File: src/rtl/id_queue_stage.sv
// id_queue_stage
// Instruction queue between fetch and operand read. Fetched words and their
// PCs are buffered in a DEPTH-entry FIFO; the FIFO head is decoded
// combinationally and the decoded bundle is captured into a registered
// valid/ready output stage. A flush (branch redirect) empties both the FIFO
// and the output stage. XLEN selects RV32I or RV64I decoding.
module id_queue_stage #(
    parameter int XLEN  = 64,
    parameter int DEPTH = 4,
    parameter int PC_W  = 64
) (
    input  logic                      clk,
    input  logic                      rst_n,
    input  logic                      flush_i,
    input  logic                      in_valid_i,
    output logic                      in_ready_o,
    input  logic [31:0]               in_instr_i,
    input  logic [PC_W-1:0]           in_pc_i,
    output logic                      out_valid_o,
    input  logic                      out_ready_i,
    output logic [PC_W-1:0]           out_pc_o,
    output logic                      out_rs1_en_o,
    output logic                      out_rs2_en_o,
    output logic                      out_rd_en_o,
    output logic [4:0]                out_rs1_idx_o,
    output logic [4:0]                out_rs2_idx_o,
    output logic [4:0]                out_rd_idx_o,
    output logic [11:0]               out_op_info_o,
    output logic [2:0]                out_fun3_o,
    output logic [XLEN-1:0]           out_imm_o,
    output logic                      out_illegal_o,
    output logic                      out_ecall_o,
    output logic                      out_ebreak_o,
    output logic                      out_mret_o,
    output logic [$clog2(DEPTH):0]    count_o
);

    localparam int PTR_W = $clog2(DEPTH);
    localparam int CNT_W = PTR_W + 1;
    localparam logic [CNT_W-1:0] FULL_CNT = CNT_W'(DEPTH);
    localparam bit IS_RV32 = (XLEN == 32);

    // Major opcodes of the base integer ISA
    localparam logic [6:0] OPC_OP_IMM   = 7'b0010011;
    localparam logic [6:0] OPC_OP_IMM_W = 7'b0011011;
    localparam logic [6:0] OPC_OP       = 7'b0110011;
    localparam logic [6:0] OPC_OP_W     = 7'b0111011;
    localparam logic [6:0] OPC_BRANCH   = 7'b1100011;
    localparam logic [6:0] OPC_JAL      = 7'b1101111;
    localparam logic [6:0] OPC_JALR     = 7'b1100111;
    localparam logic [6:0] OPC_LOAD     = 7'b0000011;
    localparam logic [6:0] OPC_STORE    = 7'b0100011;
    localparam logic [6:0] OPC_LUI      = 7'b0110111;
    localparam logic [6:0] OPC_AUIPC    = 7'b0010111;
    localparam logic [6:0] OPC_SYSTEM   = 7'b1110011;

    // One-hot operation classes, MSB first
    localparam logic [11:0] CLS_ALU_IMM   = 12'h800;
    localparam logic [11:0] CLS_ALU_IMM_W = 12'h400;
    localparam logic [11:0] CLS_ALU       = 12'h200;
    localparam logic [11:0] CLS_ALU_W     = 12'h100;
    localparam logic [11:0] CLS_BRANCH    = 12'h080;
    localparam logic [11:0] CLS_JAL       = 12'h040;
    localparam logic [11:0] CLS_JALR      = 12'h020;
    localparam logic [11:0] CLS_LOAD      = 12'h010;
    localparam logic [11:0] CLS_STORE     = 12'h008;
    localparam logic [11:0] CLS_LUI       = 12'h004;
    localparam logic [11:0] CLS_AUIPC     = 12'h002;
    localparam logic [11:0] CLS_SYSTEM    = 12'h001;

    // Fixed encodings of the privileged system instructions
    localparam logic [31:0] ENC_ECALL  = 32'h0000_0073;
    localparam logic [31:0] ENC_EBREAK = 32'h0010_0073;
    localparam logic [31:0] ENC_MRET   = 32'h3020_0073;

    // ------------------------------------------------------------------
    // FIFO storage and control
    // ------------------------------------------------------------------
    logic [31:0]      instr_mem_q [DEPTH];
    logic [PC_W-1:0]  pc_mem_q    [DEPTH];
    logic [PTR_W-1:0] wr_ptr_q, wr_ptr_d;
    logic [PTR_W-1:0] rd_ptr_q, rd_ptr_d;
    logic [CNT_W-1:0] count_q, count_d;
    logic             out_valid_q;
    logic             push;
    logic             pop;
    logic [31:0]      head_instr;
    logic [PC_W-1:0]  head_pc;

    // A full FIFO refuses input even when the head leaves in the same cycle,
    // which keeps in_ready_o independent of the downstream ready.
    assign in_ready_o = (count_q != FULL_CNT) & ~flush_i;
    assign push       = in_valid_i & in_ready_o;
    assign pop        = (count_q != '0) & (~out_valid_q | out_ready_i) & ~flush_i;

    assign head_instr = instr_mem_q[rd_ptr_q];
    assign head_pc    = pc_mem_q[rd_ptr_q];
    assign count_o    = count_q;

    // Pointer and occupancy next-state; flush empties the queue outright
    always_comb begin
        wr_ptr_d = wr_ptr_q;
        rd_ptr_d = rd_ptr_q;
        count_d  = count_q;
        if (flush_i) begin
            wr_ptr_d = '0;
            rd_ptr_d = '0;
            count_d  = '0;
        end else begin
            if (push) begin
                wr_ptr_d = wr_ptr_q + PTR_W'(1);
            end
            if (pop) begin
                rd_ptr_d = rd_ptr_q + PTR_W'(1);
            end
            case ({push, pop})
                2'b10:   count_d = count_q + CNT_W'(1);
                2'b01:   count_d = count_q - CNT_W'(1);
                default: count_d = count_q;
            endcase
        end
    end

    // Pointer and occupancy registers
    always_ff @(posedge clk) begin
        if (!rst_n) begin
            wr_ptr_q <= '0;
            rd_ptr_q <= '0;
            count_q  <= '0;
        end else begin
            wr_ptr_q <= wr_ptr_d;
            rd_ptr_q <= rd_ptr_d;
            count_q  <= count_d;
        end
    end

    // Entry storage; contents need no reset because occupancy gates reads
    always_ff @(posedge clk) begin
        if (push) begin
            instr_mem_q[wr_ptr_q] <= in_instr_i;
            pc_mem_q[wr_ptr_q]    <= in_pc_i;
        end
    end

    // ------------------------------------------------------------------
    // Decode of the FIFO head
    // ------------------------------------------------------------------
    logic [6:0]      opcode;
    logic [2:0]      fun3;
    logic [6:0]      fun7;
    logic [11:0]     cls;
    logic            bad;
    logic            legal;
    logic            is_ecall;
    logic            is_ebreak;
    logic            is_mret;
    logic            fun3_w_ok;
    logic            fun7_rr_ok;
    logic [XLEN-1:0] imm_i, imm_s, imm_b, imm_j, imm_u;

    logic [11:0]     op_info_d;
    logic            rs1_en_d, rs2_en_d, rd_en_d;
    logic [XLEN-1:0] imm_d;
    logic            ecall_d, ebreak_d, mret_d;

    assign opcode = head_instr[6:0];
    assign fun3   = head_instr[14:12];
    assign fun7   = head_instr[31:25];

    // The *w forms only exist for add/shift; the 0x20 funct7 selects sub/sra
    assign fun3_w_ok  = (fun3 == 3'b000) | (fun3 == 3'b001) | (fun3 == 3'b101);
    assign fun7_rr_ok = (fun7 == 7'h00) |
                        ((fun7 == 7'h20) & ((fun3 == 3'b000) | (fun3 == 3'b101)));

    // Immediate formats, each sign-extended to the datapath width
    assign imm_i = XLEN'($signed(head_instr[31:20]));
    assign imm_s = XLEN'($signed({head_instr[31:25], head_instr[11:7]}));
    assign imm_b = XLEN'($signed({head_instr[31], head_instr[7], head_instr[30:25],
                                  head_instr[11:8], 1'b0}));
    assign imm_j = XLEN'($signed({head_instr[31], head_instr[19:12], head_instr[20],
                                  head_instr[30:21], 1'b0}));
    assign imm_u = XLEN'($signed({head_instr[31:12], 12'h000}));

    // Classify the opcode and collect every reason the word is not legal
    always_comb begin
        cls       = '0;
        bad       = (head_instr[1:0] != 2'b11);
        is_ecall  = 1'b0;
        is_ebreak = 1'b0;
        is_mret   = 1'b0;
        case (opcode)
            OPC_OP_IMM: begin
                cls = CLS_ALU_IMM;
                // RV64 shifts use a 6-bit shamt; RV32 must keep shamt[5] clear
                if (fun3 == 3'b001) begin
                    bad = bad | (IS_RV32 ? (fun7 != 7'h00) : (head_instr[31:26] != 6'h00));
                end
                if (fun3 == 3'b101) begin
                    bad = bad | (IS_RV32 ? ((fun7 != 7'h00) & (fun7 != 7'h20))
                                         : ((head_instr[31:26] != 6'h00) &
                                            (head_instr[31:26] != 6'h10)));
                end
            end
            OPC_OP_IMM_W: begin
                cls = CLS_ALU_IMM_W;
                bad = bad | IS_RV32 | ~fun3_w_ok;
                if (fun3 == 3'b001) begin
                    bad = bad | (fun7 != 7'h00);
                end
                if (fun3 == 3'b101) begin
                    bad = bad | ((fun7 != 7'h00) & (fun7 != 7'h20));
                end
            end
            OPC_OP: begin
                cls = CLS_ALU;
                bad = bad | ~fun7_rr_ok;
            end
            OPC_OP_W: begin
                cls = CLS_ALU_W;
                bad = bad | IS_RV32 | ~fun3_w_ok | ~fun7_rr_ok;
            end
            OPC_BRANCH: begin
                cls = CLS_BRANCH;
                bad = bad | (fun3 == 3'b010) | (fun3 == 3'b011);
            end
            OPC_JAL: begin
                cls = CLS_JAL;
            end
            OPC_JALR: begin
                cls = CLS_JALR;
                bad = bad | (fun3 != 3'b000);
            end
            OPC_LOAD: begin
                cls = CLS_LOAD;
                bad = bad | (fun3 == 3'b111) |
                      (IS_RV32 & ((fun3 == 3'b011) | (fun3 == 3'b110)));
            end
            OPC_STORE: begin
                cls = CLS_STORE;
                bad = bad | fun3[2] | (IS_RV32 & (fun3 == 3'b011));
            end
            OPC_LUI: begin
                cls = CLS_LUI;
            end
            OPC_AUIPC: begin
                cls = CLS_AUIPC;
            end
            OPC_SYSTEM: begin
                cls = CLS_SYSTEM;
                if (fun3 == 3'b000) begin
                    is_ecall  = (head_instr == ENC_ECALL);
                    is_ebreak = (head_instr == ENC_EBREAK);
                    is_mret   = (head_instr == ENC_MRET);
                    bad       = bad | ~(is_ecall | is_ebreak | is_mret);
                end
                if (fun3 == 3'b100) begin
                    bad = 1'b1;
                end
            end
            default: begin
                bad = 1'b1;
            end
        endcase
    end

    // Derive the bundle fields; an illegal word carries no class or enables
    always_comb begin
        legal     = (cls != '0) & ~bad;
        op_info_d = legal ? cls : 12'h000;
        rs1_en_d  = legal & ~((cls == CLS_LUI) | (cls == CLS_AUIPC) | (cls == CLS_JAL) |
                              ((cls == CLS_SYSTEM) & (fun3[2] | (fun3 == 3'b000))));
        rs2_en_d  = legal & ((cls == CLS_ALU) | (cls == CLS_ALU_W) |
                             (cls == CLS_BRANCH) | (cls == CLS_STORE));
        rd_en_d   = legal & (head_instr[11:7] != 5'd0) &
                    ~((cls == CLS_BRANCH) | (cls == CLS_STORE) |
                      ((cls == CLS_SYSTEM) & (fun3 == 3'b000)));
        ecall_d   = legal & is_ecall;
        ebreak_d  = legal & is_ebreak;
        mret_d    = legal & is_mret;
        imm_d     = '0;
        if (legal) begin
            case (cls)
                CLS_ALU_IMM, CLS_ALU_IMM_W, CLS_LOAD, CLS_JALR: imm_d = imm_i;
                CLS_STORE:                                      imm_d = imm_s;
                CLS_BRANCH:                                     imm_d = imm_b;
                CLS_JAL:                                        imm_d = imm_j;
                CLS_LUI, CLS_AUIPC:                             imm_d = imm_u;
                default:                                        imm_d = '0;
            endcase
        end
    end

    // ------------------------------------------------------------------
    // Registered output stage
    // ------------------------------------------------------------------
    logic [PC_W-1:0] pc_q;
    logic            rs1_en_q, rs2_en_q, rd_en_q;
    logic [4:0]      rs1_idx_q, rs2_idx_q, rd_idx_q;
    logic [11:0]     op_info_q;
    logic [2:0]      fun3_q;
    logic [XLEN-1:0] imm_q;
    logic            illegal_q, ecall_q, ebreak_q, mret_q;

    // Load the decoded head on a pop; otherwise hold, dropping valid once taken
    always_ff @(posedge clk) begin
        if (!rst_n) begin
            out_valid_q <= 1'b0;
            pc_q        <= '0;
            rs1_en_q    <= 1'b0;
            rs2_en_q    <= 1'b0;
            rd_en_q     <= 1'b0;
            rs1_idx_q   <= '0;
            rs2_idx_q   <= '0;
            rd_idx_q    <= '0;
            op_info_q   <= '0;
            fun3_q      <= '0;
            imm_q       <= '0;
            illegal_q   <= 1'b0;
            ecall_q     <= 1'b0;
            ebreak_q    <= 1'b0;
            mret_q      <= 1'b0;
        end else if (flush_i) begin
            out_valid_q <= 1'b0;
        end else if (pop) begin
            out_valid_q <= 1'b1;
            pc_q        <= head_pc;
            rs1_en_q    <= rs1_en_d;
            rs2_en_q    <= rs2_en_d;
            rd_en_q     <= rd_en_d;
            rs1_idx_q   <= head_instr[19:15];
            rs2_idx_q   <= head_instr[24:20];
            rd_idx_q    <= head_instr[11:7];
            op_info_q   <= op_info_d;
            fun3_q      <= fun3;
            imm_q       <= imm_d;
            illegal_q   <= ~legal;
            ecall_q     <= ecall_d;
            ebreak_q    <= ebreak_d;
            mret_q      <= mret_d;
        end else if (out_ready_i) begin
            out_valid_q <= 1'b0;
        end
    end

    assign out_valid_o   = out_valid_q;
    assign out_pc_o      = pc_q;
    assign out_rs1_en_o  = rs1_en_q;
    assign out_rs2_en_o  = rs2_en_q;
    assign out_rd_en_o   = rd_en_q;
    assign out_rs1_idx_o = rs1_idx_q;
    assign out_rs2_idx_o = rs2_idx_q;
    assign out_rd_idx_o  = rd_idx_q;
    assign out_op_info_o = op_info_q;
    assign out_fun3_o    = fun3_q;
    assign out_imm_o     = imm_q;
    assign out_illegal_o = illegal_q;
    assign out_ecall_o   = ecall_q;
    assign out_ebreak_o  = ebreak_q;
    assign out_mret_o    = mret_q;

endmodule

File: config.mk
export PLATFORM = sky130hd
export DESIGN_NAME = id_queue_stage
export DESIGN_NICKNAME = d
export VERILOG_FILES = /design/src/rtl/id_queue_stage.sv
export SDC_FILE = /design/constraint.sdc
export NUM_CORES = 1
export LEC_CHECK = 0
export ABC_AREA = 0
export CAP_MARGIN = 30
export CORE_MARGIN = 5
export CORE_UTILIZATION = 35
export DETAILED_ROUTE_END_ITERATION = 7
export GPL_TIMING_DRIVEN = 0
export PLACE_DENSITY = 0.59
export SYNTH_ARGS = -nofsm -noshare
export SYNTH_HDL_FRONTEND = slang
export SYNTH_SLANG_ARGS = --single-unit
File: constraint.sdc
create_clock -name clk -period 5.3 [get_ports clk]
set_input_delay 1.06 -clock clk [delete_from_list [all_inputs] [get_ports clk]]
set_output_delay 1.06 -clock clk [all_outputs]
set_load 0.03 [all_outputs]
After elaboration in Yosys (flattened, before gate mapping) --
Memories as Yosys holds them, arrays and structs flattened. A register that Yosys moved wholly into a read port is not among the register bits. Cells that the tools add are included.
Cells by class: reduce and logical (&&, ||, !) cells 16, equal/unequal tests 40, add/subtract/negate cells 4, mux-type cells 26, bitwise gates (word level) 56
Operators by type and width (count):
- $pmux W64 S5 | 1
- $pmux W12 S12 | 1
- $mux W64 | 1
- $eq A7 B6 Y1 const B | 5
- $eq A32 B21 Y1 const B | 1
- $eq A32 B30 Y1 const B | 1
- $eq A32 B7 Y1 const B | 1
- $or A1 B1 Y1 | 29
- $eq A7 B7 Y1 const B | 4
- $eq A7 B5 Y1 const B | 3
- $mux W1 | 18
- $and A1 B1 Y1 | 17
- $eq A12 B1 Y1 const B | 1
- $eq A12 B10 Y1 const B | 1
- $eq A12 B11 Y1 const B | 1
- $eq A12 B12 Y1 const B | 1
- $eq A12 B2 Y1 const B | 1
- $eq A12 B3 Y1 const B | 1
- $eq A12 B4 Y1 const B | 1
- $eq A12 B5 Y1 const B | 1
- $eq A12 B6 Y1 const B | 1
- $eq A12 B7 Y1 const B | 1
- $eq A12 B8 Y1 const B | 1
- $eq A12 B9 Y1 const B | 1
- 31 further kinds | 48
Word-level totals: output and inout bits 170, register bits after elaboration 109, memories kept 2, logic and storage cells 161, bits in writable memories 384, input bits 101
Memory list:
- pc_mem_q | words 4, width 64, rd ports 1, clocked after Yosys merged registers in 1, wr ports 1, line 80 | logic [PC_W-1:0] pc_mem_q [DEPTH];
- instr_mem_q | words 4, width 32, rd ports 1, clocked after Yosys merged registers in 1, wr ports 1, line 79 | logic [31:0] instr_mem_q [DEPTH];

Longest topological paths before layout --
depth in word-level cells 15, depth in mapped cells 11, mapped depth without buffers 10

Worst setup path after synthesis --
OpenSTA, ideal clock, no wires.
path kind input port to flip-flop, start input flush_i, end memory instr_mem_q[0][0] (enable), path slack 722 ps, stages on the path 2, path buffers 0, library setup time 466 ps, data required time 4834 ps, arrival time 4111 ps, cells stage by stage a31oi_1 and3_1
On the way: cells in the longest elaborated chain, start to end 5
Ends and longest elaborated chain:
- start, declared | line 14 | input logic flush_i,
- $not A1 Y1 (no source line)
- $and A1 B1 Y1 | line 92 | assign in_ready_o = (count_q != FULL_CNT) & ~flush_i;
- $and A1 B1 Y1 | line 93 | assign push = in_valid_i & in_ready_o;
- $mux W1 | line 139 | if (push) begin
- $mux W1 (not written as such) | line 140 | instr_mem_q[wr_ptr_q] <= in_instr_i;
- end, declared | line 79
No other way between the ends.

==> flow_metrics.tcl <==
set metrics [dict create \
    number_of_cells_on_the_worst_reg_to_reg_path 10 \
    timing.final.max_slew_violations 0 \
    fin_crit_share_pct 72.1 \
    globalRouteOverflowTotal 0 \
    cell_breakdown_of_the_critical_path "buf_2, buf_1, mux4_2, or3_1, nand2_1, o22ai_1, nor3_1, o2111ai_2, buf_2, o21ai_1" \
    synth.net_count 1331 \
    die-height_microns 249 \
    tritoncts "yes" \
    gpl.final_weighted_congestion 0.872 \
    clock_sinks 527 \
    power_frac_comb_pct 4.9 \
    synth_enable_flop_cells 384 \
    synth_top_cell_by_area "sky130_fd_sc_hd__edfxtp_1" \
    coreArea_sq_mm 0.0565 \
    cts_made_buffers 56 \
    floorplan.die_area_sq_mm 0.0621 \
    post_synth_num_cell_types 63 \
    floorplan.initialDensity_pct 35.5 \
    final_core_utilization_pct 45.6 \
    critPathCaptureType "register" \
    remaining_drc_errors 0 \
    dieWidth_microns 249 \
    final.hold.worst_slack_ns 0.449 \
    drive_gt1_share_pct 15.9 \
    antenna_found_initial 7 \
    p_sw_mw 1.90 \
    critPathMostFrequentCell "sky130_fd_sc_hd__buf_2" \
    grt_first_pass_wirelength_mm 76.8 \
    ctsHtreeMaxLevel 2 \
    timing.final.setup_violations 0 \
    rsz0062_at_grt "false" \
    grt_max_degree 51 \
    cts_root_buffer "sky130_fd_sc_hd__clkbuf_16" \
    postSynth.asyncResetShare_pct 0 \
    drt-pass1-iter-count 5 \
    share_of_synthesized_area_occupied_by_flip_flops_and_latches_pct 71.8 \
    aggregate_global_route_resource_usage_pct 16.1 \
    cts_post_setup_buffers_inserted 0 \
    report.power.total_mw 8.88 \
    placed_area_sq_mm 0.0238 \
    synth_area_per_inst_sq_um 16.4 \
    switching_share_pct 21.5 \
    seqPwrFrac_pct 50.8 \
    post_synth_instance_area_sq_mm 0.0200 \
    crit_fanout 10 \
    areaGrowthSynthToFinish_pct 28.6 \
    run_status "finished, final reports clean" \
    finish.instance_area_sq_mm 0.0258 \
    io-pin-count 271 \
    postSynthRegisterBits 527 \
    number_of_cells_on_the_worst_hold_path 2 \
    power_report.internal_total_mw 6.97 \
    worst_slew_pin_slew_ns 0.963 \
    postRouteWirelength_mm 51.3 \
    dp.final_hpwl_mm 35.0 \
    postSynth.topFlopCell "sky130_fd_sc_hd__edfxtp_1" \
    timing.final.crit_period_ns 3.82 \
    portBuffers 270 \
    via_count 11581 \
    worst_path_largest_cell_delay_ns 0.62 \
    synthCells 1224 \
    crit_type "reg -> reg" \
    post_cts_hold_buffer_count 0 \
    vias_per_cell 4.89 \
    fin_skew_ns 0.0178 \
    number_of_hold_slack_violations_in_the_final_timing_report 0 \
    clkLatencyLatePin_ns 0.61 \
    vdd_drop_max_v 0.000276 \
    worstSetupStartpointType "register" \
    synthDominantCellAreaShare_pct 57.6 \
    postLayoutSetupSlackWorst_ns 1.48 \
    hold_path_class "reg -> reg" \
    power_density_mw_per_mm2 344 \
    clock.fmax_mhz 262 \
    ant_nets 0 \
    p_leak_nw 8.19 \
    share_clk_of_total_power_pct 44.4 \
    synth_warnings 0 \
    post_drt_wl_per_cell_microns 21.6 \
    worstPathArrival_ns 4.35 \
    dpl_worst_slack_ns 1.06 \
    fin_nets 1668 \
    number_of_global_route_vias_before_repair 11984 \
    gates_resized_cts_repair 0 \
    cts.reportedPaths.clkPinSlew_ns 0.06 \
    critPathRequiredTime_ns 5.83 \
    largest_cells_by_area_after_synthesis "sky130_fd_sc_hd__edfxtp_1, sky130_fd_sc_hd__dfxtp_1, sky130_fd_sc_hd__mux4_2" \
    fp-row-count 87 \
    drv.max_cap_violation_count 0 \
    detail_route.iter0.violations 722 \
    cp_slowest_cell "sky130_fd_sc_hd__buf_1" \
    max-slew-margin-rel_pct 35.3 \
    max-clock-path-buffers 3 \
]
==> per-stage QoR <==
step,TNS [ns],std cells
after floorplan,0,1224
after global placement,-576.25,2250
after detailed placement,0,2257
after CTS,0,2362
after global routing,0,2365
final,0,2368
==> sequential cells by signal (all words and copies together) (netlist names), named ones only <==
signal	count
out_mret_o	1
out_pc_o	64
out_rs2_en_o	1
out_rd_en_o	1
instr_mem_q	128
count_o	3
out_valid_o	1
out_imm_o	32
out_ebreak_o	1
out_fun3_o	3
wr_ptr_q	2
out_ecall_o	1
out_illegal_o	1
out_rd_idx_o	5
out_rs2_idx_o	5
out_rs1_en_o	1
out_rs1_idx_o	5
rd_ptr_q	2
out_op_info_o	12
pc_mem_q	256
==> final timing paths <==
| check | from | endpoint | slack, ns |
|---|---|---|---|
| worst min-delay path | out_imm_o[24] | out_imm_o[24] | 0.45 |
| worst max register to register | register | out_imm_o[14] | 1.48 |
| worst min register to register | out_imm_o[24] | out_imm_o[24] | 0.45 |
| worst max-delay path | register | out_imm_o[14] | 1.48 |
==> layout make-up <==
class,count,area [sq um]
Timing Repair Buffer,279,2890
Antenna cell,4,10.0
Inverter,11,41.3
Tap cell,756,946
Fill cell,4931,30700
Buffer,103,548
Clock inverter,31,333
Clock buffer,74,1530
Multi-Input combinational cell,583,5070
Sequential cell,527,14400
==> synth_stat cells, types with 3 or more instances <==
master                     number
sky130_fd_sc_hd__a21boi_0      82
sky130_fd_sc_hd__a21o_1         7
sky130_fd_sc_hd__a21oi_1       11
sky130_fd_sc_hd__a22o_1        13
sky130_fd_sc_hd__a22oi_1       16
sky130_fd_sc_hd__a32o_1        12
sky130_fd_sc_hd__and2_1         8
sky130_fd_sc_hd__and3_1         5
sky130_fd_sc_hd__buf_1         13
sky130_fd_sc_hd__buf_2          6
sky130_fd_sc_hd__buf_4         35
sky130_fd_sc_hd__buf_6          3
sky130_fd_sc_hd__clkbuf_1      46
sky130_fd_sc_hd__dfxtp_1      143
sky130_fd_sc_hd__edfxtp_1     384
sky130_fd_sc_hd__ha_1           5
sky130_fd_sc_hd__inv_1         10
sky130_fd_sc_hd__mux4_2        96
sky130_fd_sc_hd__nand2_1      198
sky130_fd_sc_hd__nand3_1        4
sky130_fd_sc_hd__nand4_1        5
sky130_fd_sc_hd__nand4b_1       3
sky130_fd_sc_hd__nor2_1        21
sky130_fd_sc_hd__nor2b_1        5
sky130_fd_sc_hd__nor3_1        10
sky130_fd_sc_hd__nor3b_2        3
sky130_fd_sc_hd__nor4_1         3
sky130_fd_sc_hd__o21ai_0        8
sky130_fd_sc_hd__o21ai_1       20
sky130_fd_sc_hd__o31ai_1        3
sky130_fd_sc_hd__or3_1          5
sky130_fd_sc_hd__xor2_1         4
==> power groups by stage <==
stage	clock, mW	combinational [mW]	sequential [mW]
4_1_cts	4.04	0.439	4.51
6_report	3.94	0.432	4.51
5_1_grt	4.21	0.467	4.51
3_5_place_dp	0	0.437	4.59
2_1_floorplan	0	0.171	4.63
3_3_place_gp	0	0.425	4.60
==> cell families after synthesis <==
| group | share of synthesized area (%) |
|---|---|
| buffers and inverters | 2.94 |
| and+or+nand+nor | 6.48 |
| AOI/OAI and AO/OA | 7.16 |
| xor gates and xnor gates | 0.262 |
| adders and majority gates | 0.412 |
| muxes | 10.9 |
| DFF | 71.8 |
==> critical path: cells and delay by family, from the launching register on <==
| kind | cells | cell delay (ns) |
|---|---|---|
| DFF | 1 | 0.43 |
| and+or+nand+nor | 3 | 0.91 |
| muxes | 1 | 0.50 |
| buffers and inverters | 3 | 1.25 |
| AOI/OAI and AO/OA | 3 | 0.62 |
==> cells in the final DEF (no fill, tap or decap), drive strengths merged, types with 8 or more instances in the layout <==
master	Yosys	layout
edfxtp	384	384
inv	10	17
a21oi	11	11
nor2	21	21
buf	57	66
a22oi	16	16
dfxtp	143	143
a21boi	83	83
nor3	10	10
nand2	198	198
mux4	96	96
clkbuf	46	120
clkdlybuf4s50	0	270
o21ai	29	29
and2	8	8
clkinv	1	19
a22o	13	13
a32o	12	12
==> metal layers <==
layer  routed length (microns)  part of all wire [%]  track usage, %  vias to the layer above
met5                        44                 0.086               0                        -
met4                      1050                   2.1            4.30                        6
met3                      3720                   7.3            4.84                       66
met2                     24900                    49            26.9                      358
met1                     21500                    42            20.5                     5800
li1                          -                     -               -                     5351
Power figures use the tool's default switching activity.
